===== src/rtl/vc_dom_rr_arb4_pkg.sv =====
`default_nettype none
// ============================================================================
//  Module   : vc_dom_arb_pkg
//  Brief    : Shared encodings for the domain-aware round-robin arbiter.
//  Revision : 1.0  initial release
// ============================================================================
package vc_dom_arb_pkg;

  // Width of the requestor index / mux select
  localparam int unsigned SEL_W = 2;

  // Arbiter FSM state encodings
  localparam logic [1:0] ST_IDLE  = 2'd0;
  localparam logic [1:0] ST_SCRUB = 2'd1;
  localparam logic [1:0] ST_LOCK  = 2'd2;

  // Security domain labels
  localparam logic DOM_NS = 1'b0;  // non-secure / L
  localparam logic DOM_S  = 1'b1;  // secure / H

endpackage
`default_nettype wire


===== src/rtl/vc_dom_rr_arb4_if.sv =====
`default_nettype none
// ============================================================================
//  Module   : vc_dom_rr_arb4_if
//  Brief    : Requestor and channel signals of the domain-aware arbiter.
//             master = requestors plus downstream (traffic side),
//             slave  = the arbiter itself.
//  Revision : 1.0  initial release
// ============================================================================
interface vc_dom_rr_arb4_if;
  import vc_dom_arb_pkg::*;

  logic [3:0]       req_val;
  logic [3:0]       req_last;
  logic [3:0]       req_dom;
  logic [3:0]       req_rdy;
  logic             out_rdy;
  logic             out_val;
  logic [SEL_W-1:0] out_sel;
  logic             out_dom;
  logic             out_last;

  modport master (
    output req_val, req_last, req_dom, out_rdy,
    input  req_rdy, out_val, out_sel, out_dom, out_last
  );

  modport slave (
    input  req_val, req_last, req_dom, out_rdy,
    output req_rdy, out_val, out_sel, out_dom, out_last
  );

endinterface
`default_nettype wire


===== src/rtl/vc_dom_rr_arb4_pick.sv =====
`default_nettype none
// ============================================================================
//  Module   : vc_rr_pick4
//  Brief    : Combinational 4-way round-robin picker. Returns the first set
//             bit of i_vec at or after i_ptr, wrapping 3 -> 0.
//  Revision : 1.0  initial release
// ============================================================================
module vc_rr_pick4
  import vc_dom_arb_pkg::*;
(
  input  logic [3:0]       i_vec,
  input  logic [SEL_W-1:0] i_ptr,
  output logic [SEL_W-1:0] o_idx,
  output logic             o_any
);

  logic [SEL_W-1:0] w_cand;

  // Scan from the farthest offset down so the nearest set bit wins last
  always_comb begin
    o_idx  = '0;
    o_any  = 1'b0;
    w_cand = '0;
    for (int k = 3; k >= 0; k--) begin
      w_cand = i_ptr + SEL_W'(k);
      if (i_vec[w_cand]) begin
        o_idx = w_cand;
        o_any = 1'b1;
      end
    end
  end

endmodule
`default_nettype wire


===== src/rtl/vc_dom_rr_arb4.sv =====
`default_nettype none
// ============================================================================
//  Module   : vc_dom_rr_arb4
//  Brief    : Four-requestor security-domain-aware round-robin arbiter.
//             Locks a grant for a whole message and inserts scrub bubbles
//             whenever the channel changes domain.
//  Revision : 1.0  initial release
// ============================================================================
module vc_dom_rr_arb4
  import vc_dom_arb_pkg::*;
#(
  parameter int unsigned p_scrub_cycles = 1   // legal range 1..15
)
(
  input  logic                   clk,
  input  logic                   reset_n,
  vc_dom_rr_arb4_if.slave        bus,
  output logic                   busy
);

  localparam logic [3:0] c_scrub_init = 4'(p_scrub_cycles - 1);

  logic [1:0]       state_q,     state_d;
  logic [SEL_W-1:0] rr_ptr_q,    rr_ptr_d;
  logic             cur_dom_q,   cur_dom_d;
  logic [3:0]       scrub_cnt_q, scrub_cnt_d;
  logic [SEL_W-1:0] sel_q,       sel_d;
  logic             dom_q,       dom_d;

  logic [SEL_W-1:0] w_win_idx;
  logic             w_win_any;
  logic             w_xfer;

  vc_rr_pick4 u_pick (
    .i_vec (bus.req_val),
    .i_ptr (rr_ptr_q),
    .o_idx (w_win_idx),
    .o_any (w_win_any)
  );

  // State and grant registers, cleared asynchronously
  always_ff @(posedge clk or negedge reset_n) begin
    if (!reset_n) begin
      state_q     <= ST_IDLE;
      rr_ptr_q    <= '0;
      cur_dom_q   <= DOM_NS;
      scrub_cnt_q <= '0;
      sel_q       <= '0;
      dom_q       <= DOM_NS;
    end else begin
      state_q     <= state_d;
      rr_ptr_q    <= rr_ptr_d;
      cur_dom_q   <= cur_dom_d;
      scrub_cnt_q <= scrub_cnt_d;
      sel_q       <= sel_d;
      dom_q       <= dom_d;
    end
  end

  // Next-state: pick in IDLE, count bubbles in SCRUB, release on last beat
  always_comb begin
    state_d     = state_q;
    rr_ptr_d    = rr_ptr_q;
    cur_dom_d   = cur_dom_q;
    scrub_cnt_d = scrub_cnt_q;
    sel_d       = sel_q;
    dom_d       = dom_q;
    case (state_q)
      ST_IDLE: begin
        if (w_win_any) begin
          sel_d = w_win_idx;
          dom_d = bus.req_dom[w_win_idx];
          if (bus.req_dom[w_win_idx] == cur_dom_q) begin
            state_d = ST_LOCK;
          end else begin
            state_d     = ST_SCRUB;
            scrub_cnt_d = c_scrub_init;
          end
        end
      end
      ST_SCRUB: begin
        if (scrub_cnt_q == 4'd0) begin
          state_d   = ST_LOCK;
          cur_dom_d = dom_q;
        end else begin
          scrub_cnt_d = scrub_cnt_q - 4'd1;
        end
      end
      ST_LOCK: begin
        if (w_xfer && bus.out_last) begin
          state_d  = ST_IDLE;
          rr_ptr_d = sel_q + SEL_W'(1);
        end
      end
      default: begin
        state_d = ST_IDLE;
      end
    endcase
  end

  // Outputs: the channel only carries beats while locked
  always_comb begin
    bus.out_val  = 1'b0;
    bus.out_last = 1'b0;
    bus.req_rdy  = '0;
    if (state_q == ST_LOCK) begin
      bus.out_val          = bus.req_val[sel_q];
      bus.out_last         = bus.req_last[sel_q];
      bus.req_rdy[sel_q]   = bus.out_rdy;
    end
  end

  assign w_xfer      = bus.out_val & bus.out_rdy;
  assign bus.out_sel = sel_q;
  assign bus.out_dom = dom_q;
  assign busy        = (state_q != ST_IDLE);

endmodule
`default_nettype wire


===== src/flat_wrapper.sv =====
// flat-port wrapper written by rule: the top's interface ports become plain ports
module vc_dom_rr_arb4_flat import vc_dom_arb_pkg::*;
#(
  parameter int unsigned p_scrub_cycles = 1                       
)
  (clk, reset_n, busy, bus_req_val, bus_req_last, bus_req_dom, bus_out_rdy, bus_req_rdy, bus_out_val, bus_out_sel, bus_out_dom, bus_out_last);
  vc_dom_rr_arb4_if bus_i ();
  input  logic clk;
  input  logic reset_n;
  output logic busy;
  input wire logic [$bits(bus_i.req_val)-1:0] bus_req_val;
  input wire logic [$bits(bus_i.req_last)-1:0] bus_req_last;
  input wire logic [$bits(bus_i.req_dom)-1:0] bus_req_dom;
  input wire logic [$bits(bus_i.out_rdy)-1:0] bus_out_rdy;
  output wire logic [$bits(bus_i.req_rdy)-1:0] bus_req_rdy;
  output wire logic [$bits(bus_i.out_val)-1:0] bus_out_val;
  output wire logic [$bits(bus_i.out_sel)-1:0] bus_out_sel;
  output wire logic [$bits(bus_i.out_dom)-1:0] bus_out_dom;
  output wire logic [$bits(bus_i.out_last)-1:0] bus_out_last;
  assign bus_i.req_val = bus_req_val;
  assign bus_i.req_last = bus_req_last;
  assign bus_i.req_dom = bus_req_dom;
  assign bus_i.out_rdy = bus_out_rdy;
  assign bus_req_rdy = bus_i.req_rdy;
  assign bus_out_val = bus_i.out_val;
  assign bus_out_sel = bus_i.out_sel;
  assign bus_out_dom = bus_i.out_dom;
  assign bus_out_last = bus_i.out_last;
  vc_dom_rr_arb4 #(.p_scrub_cycles(p_scrub_cycles)) u_core (.clk(clk), .reset_n(reset_n), .bus(bus_i), .busy(busy));
endmodule

===== config.mk =====
export PLATFORM = sky130hd
export DESIGN_NAME = vc_dom_rr_arb4_flat
export DESIGN_NICKNAME = d
export VERILOG_FILES = /design/src/rtl/vc_dom_rr_arb4_pkg.sv /design/src/rtl/vc_dom_rr_arb4_if.sv /design/src/rtl/vc_dom_rr_arb4_pick.sv /design/src/rtl/vc_dom_rr_arb4.sv /design/src/flat_wrapper.sv
export SDC_FILE = /design/constraint.sdc
export NUM_CORES = 1
export LEC_CHECK = 0
export CAP_MARGIN = 40
export CORE_MARGIN = 2
export CORE_UTILIZATION = 47
export DETAILED_ROUTE_END_ITERATION = 8
export PLACE_DENSITY = 0.89
export SLEW_MARGIN = 20
export SYNTH_ARGS = -nofsm -noshare
export SYNTH_HDL_FRONTEND = slang
export SYNTH_SLANG_ARGS = --single-unit

===== constraint.sdc =====
create_clock -name clk -period 2.3 [get_ports clk]
set_input_delay 0.345 -clock clk [delete_from_list [all_inputs] [get_ports clk]]
set_output_delay 0.345 -clock clk [all_outputs]
set_load 0.05 [all_outputs]

==> results.sh <==
export IMPL_power_density_mw_per_mm2=1200
export IMPL_core_mm2=0.00192
export IMPL_post_drt_via_cell_ratio=5.60
export IMPL_arrival_ns=1.82
export IMPL_placed_cells=151
export IMPL_die_h_um=48.7
export IMPL_htree_levels=1
export IMPL_grt_start_max_net_pins=13
export IMPL_ys_ff_latch=12
export IMPL_globalRouteTotalUtil_pct=21.8
export IMPL_yosysMostFrequentCell="dfrtp_1"
export IMPL_hold_viol_final=0
export IMPL_grtUsageMet3_pct=6.48
export IMPL_multiInputGateArea_um2=612
export IMPL_hpwlAfterDp_mm=1.85
export IMPL_rows=16
export IMPL_syn_inst=100
export IMPL_grt_pass1_vias=911
export IMPL_wirelength_mm=2.20
export IMPL_slew_headroom_pct=63.7
export IMPL_clockBufferDepth=2
export IMPL_synthDominantCellAreaShare_pct=32.0
export IMPL_ys_seq_area_share_pct=32.0
export IMPL_cts_sinks=12
export IMPL_cp_required_ns=1.96
export IMPL_start_util_pct=48.9
export IMPL_yosys_cell_types_count=40
export IMPL_firstDrtPassIters=4
export IMPL_synth_edf_count=0
export IMPL_clk_pin_slew_ns=0.07
export IMPL_start_kind="primary input"
export IMPL_cp_end_kind="output port"
export IMPL_synthTopCellsByCount="dfrtp_1 (12), nand2_1 (8), ha_1 (6), inv_1 (6)"
export IMPL_root_buffer="clkbuf_4"
export IMPL_ios=25
export IMPL_antenna_found_initial=0
export IMPL_final_cells=154
export IMPL_fin_crit_ns=2.17
export IMPL_syn_to_final_growth_pct=35.6
export IMPL_diodes=0
export IMPL_leakagePower_nw=0.561
export IMPL_cts_buffers=3
export IMPL_grt_pass1_wl_mm=4.04
export IMPL_netlist_area_um2=940
export IMPL_cts_tree="built"
export IMPL_die_w_um=48.7
export IMPL_post_route_period_util_pct=94.1
export IMPL_grt_busiest_layer="met2"
export IMPL_async_reset_ff_share_pct=100
export IMPL_wl_per_cell_um=14.3
export IMPL_fin_tns_setup_ns=0
export IMPL_slew_violations=0
export IMPL_drive_gt1_share_pct=15.7
export IMPL_worst_slew_pin_slew_ns=0.543
export IMPL_drc_errors=0
export IMPL_max_freq_mhz=462
export IMPL_clkLatencyLatePin_ns=0.28
export IMPL_met2_usage_pct=42.9
export IMPL_drt_initial_drc_count=11
export IMPL_utilization_pct=66.3
export IMPL_nets=150
export IMPL_num_vias=862
export IMPL_hold_class="primary input to asynchronous set/reset pin"
export IMPL_synthFlopType="dfrtp_1"
export IMPL_die_area_mm2=0.00237
export IMPL_grtUsageMet1_pct=22.4
export IMPL_overflow=0
export IMPL_gp_congestion=0.770
export IMPL_port_buffers=24
export IMPL_vdd_drop_max_v=0.000597
export IMPL_syn_avg_cell_area_um2=9.40
export IMPL_ctsResizeCount=0
export IMPL_whs_ns=0.418
export IMPL_r2r_setup_slack_ns=0.34
export IMPL_rsz0062_at_grt="false"
export IMPL_holdBufCountCts=0
export IMPL_cp_max_fo=6
export IMPL_synth_fp_nets=121
export IMPL_status="finished clean"
export IMPL_ant_nets=0
export IMPL_path_class="primary input to output port"
export IMPL_synth_yosys_warnings=0
export IMPL_clock_skew_ns=0.00152
export IMPL_register_area_um2=300
export IMPL_postCtsSetupBuffers=0
export IMPL_synth_area_leader_cell="dfrtp_1"
export IMPL_total_power_mw=1.53
export IMPL_setup_violations=0
export IMPL_max_cap_violations=0
export IMPL_fillCellCount=160
export IMPL_ys_top_cells_by_area="dfrtp_1 (32%), ha_1 (8.0%), and3_1 (3.3%)"
## layout make-up
type	instances	area share, %
well taps	27	2.65
inverters	6	1.77
clock buffers	3	1.77
multi-input cells	81	48.0
flip-flops and latches	12	23.6
repair buffers	25	22.2
## registers in the layout, summed over array words and instances, names as in the netlist
name and cells:
u_core.bus.out_dom 1, u_core.scrub_cnt_q 4, u_core.state_q 2, u_core.bus.out_sel 2, u_core.rr_ptr_q 2, u_core.cur_dom_q 1
## power by group
part	internal, mW	total [mW]	switching, mW	leakage, nW
combinational	0.412	0.985	0.573	0.393
sequential	0.301	0.410	0.109	0.154
clock	0.0608	0.131	0.0701	0.0138
## logic make-up after synthesis
logic type	after synthesis	synth area share, %
multiplexers	6	9.72
AO/OA/AOI/OAI	17	14.8
XOR/XNOR	2	1.86
buffers and inverters	7	2.93
adder cells (fa/ha/maj)	6	7.99
AND/OR/NAND/NOR	50	30.8
flip-flops	12	32.0
## worst paths after layout
check	start	to	depth (start not counted)
max	bus_req_val[2]	bus_out_val	4
max reg2reg	u_core.state_q[1]	u_core.scrub_cnt_q[1]	6
min in group clk	u_core.bus.out_dom	u_core.cur_dom_q	2
max in group asynchronous	reset_n	u_core.bus.out_sel[0]	1
min	reset_n	u_core.scrub_cnt_q[0]	1
min reg2reg	u_core.bus.out_dom	u_core.cur_dom_q	2
## routing by layer
layer  vias to the layer above  wire length (um)
met4                         0                13
met1                       414               825
met3                         3               129
met2                        24              1230
met5                         -                 0
li1                        421                 -
## placed cells by master, fill, tap and decap left out, types with 2 or more instances in the layout
cell type and n:
a2111o_1 2, a211oi_1 2, a21oi_1 3, and2_1 3, and3_1 5, buf_12 4, buf_4 3, clkbuf_4 3
clkdlybuf4s50_1 18, dfrtp_1 12, ha_1 6, inv_1 6, mux2_2 2, mux2i_1 2, nand2_1 8, nand2b_1 2
nand3_1 4, nand3b_1 2, nor2_1 5, nor2b_1 3, nor3_1 3, nor4_1 4, o21ai_0 3, or2_0 2
or2_1 2
## critical path: stages
cell	delay, ns
clkdlybuf4s50_1	0.53
mux4_1	0.58
and2_1	0.18
buf_4	0.18
## metrics by stage
stage | instance area (um2) | worst slack (ns)
final | 1270 | 0.135
after floorplan | 940 | 0.262
after CTS | 1270 | 0.127
after global routing | 1270 | 0.0468
after global placement | 1250 | 0.00282
after detailed placement | 1250 | -0.0594
No activity file was read; power rests on OpenSTA's default activity.
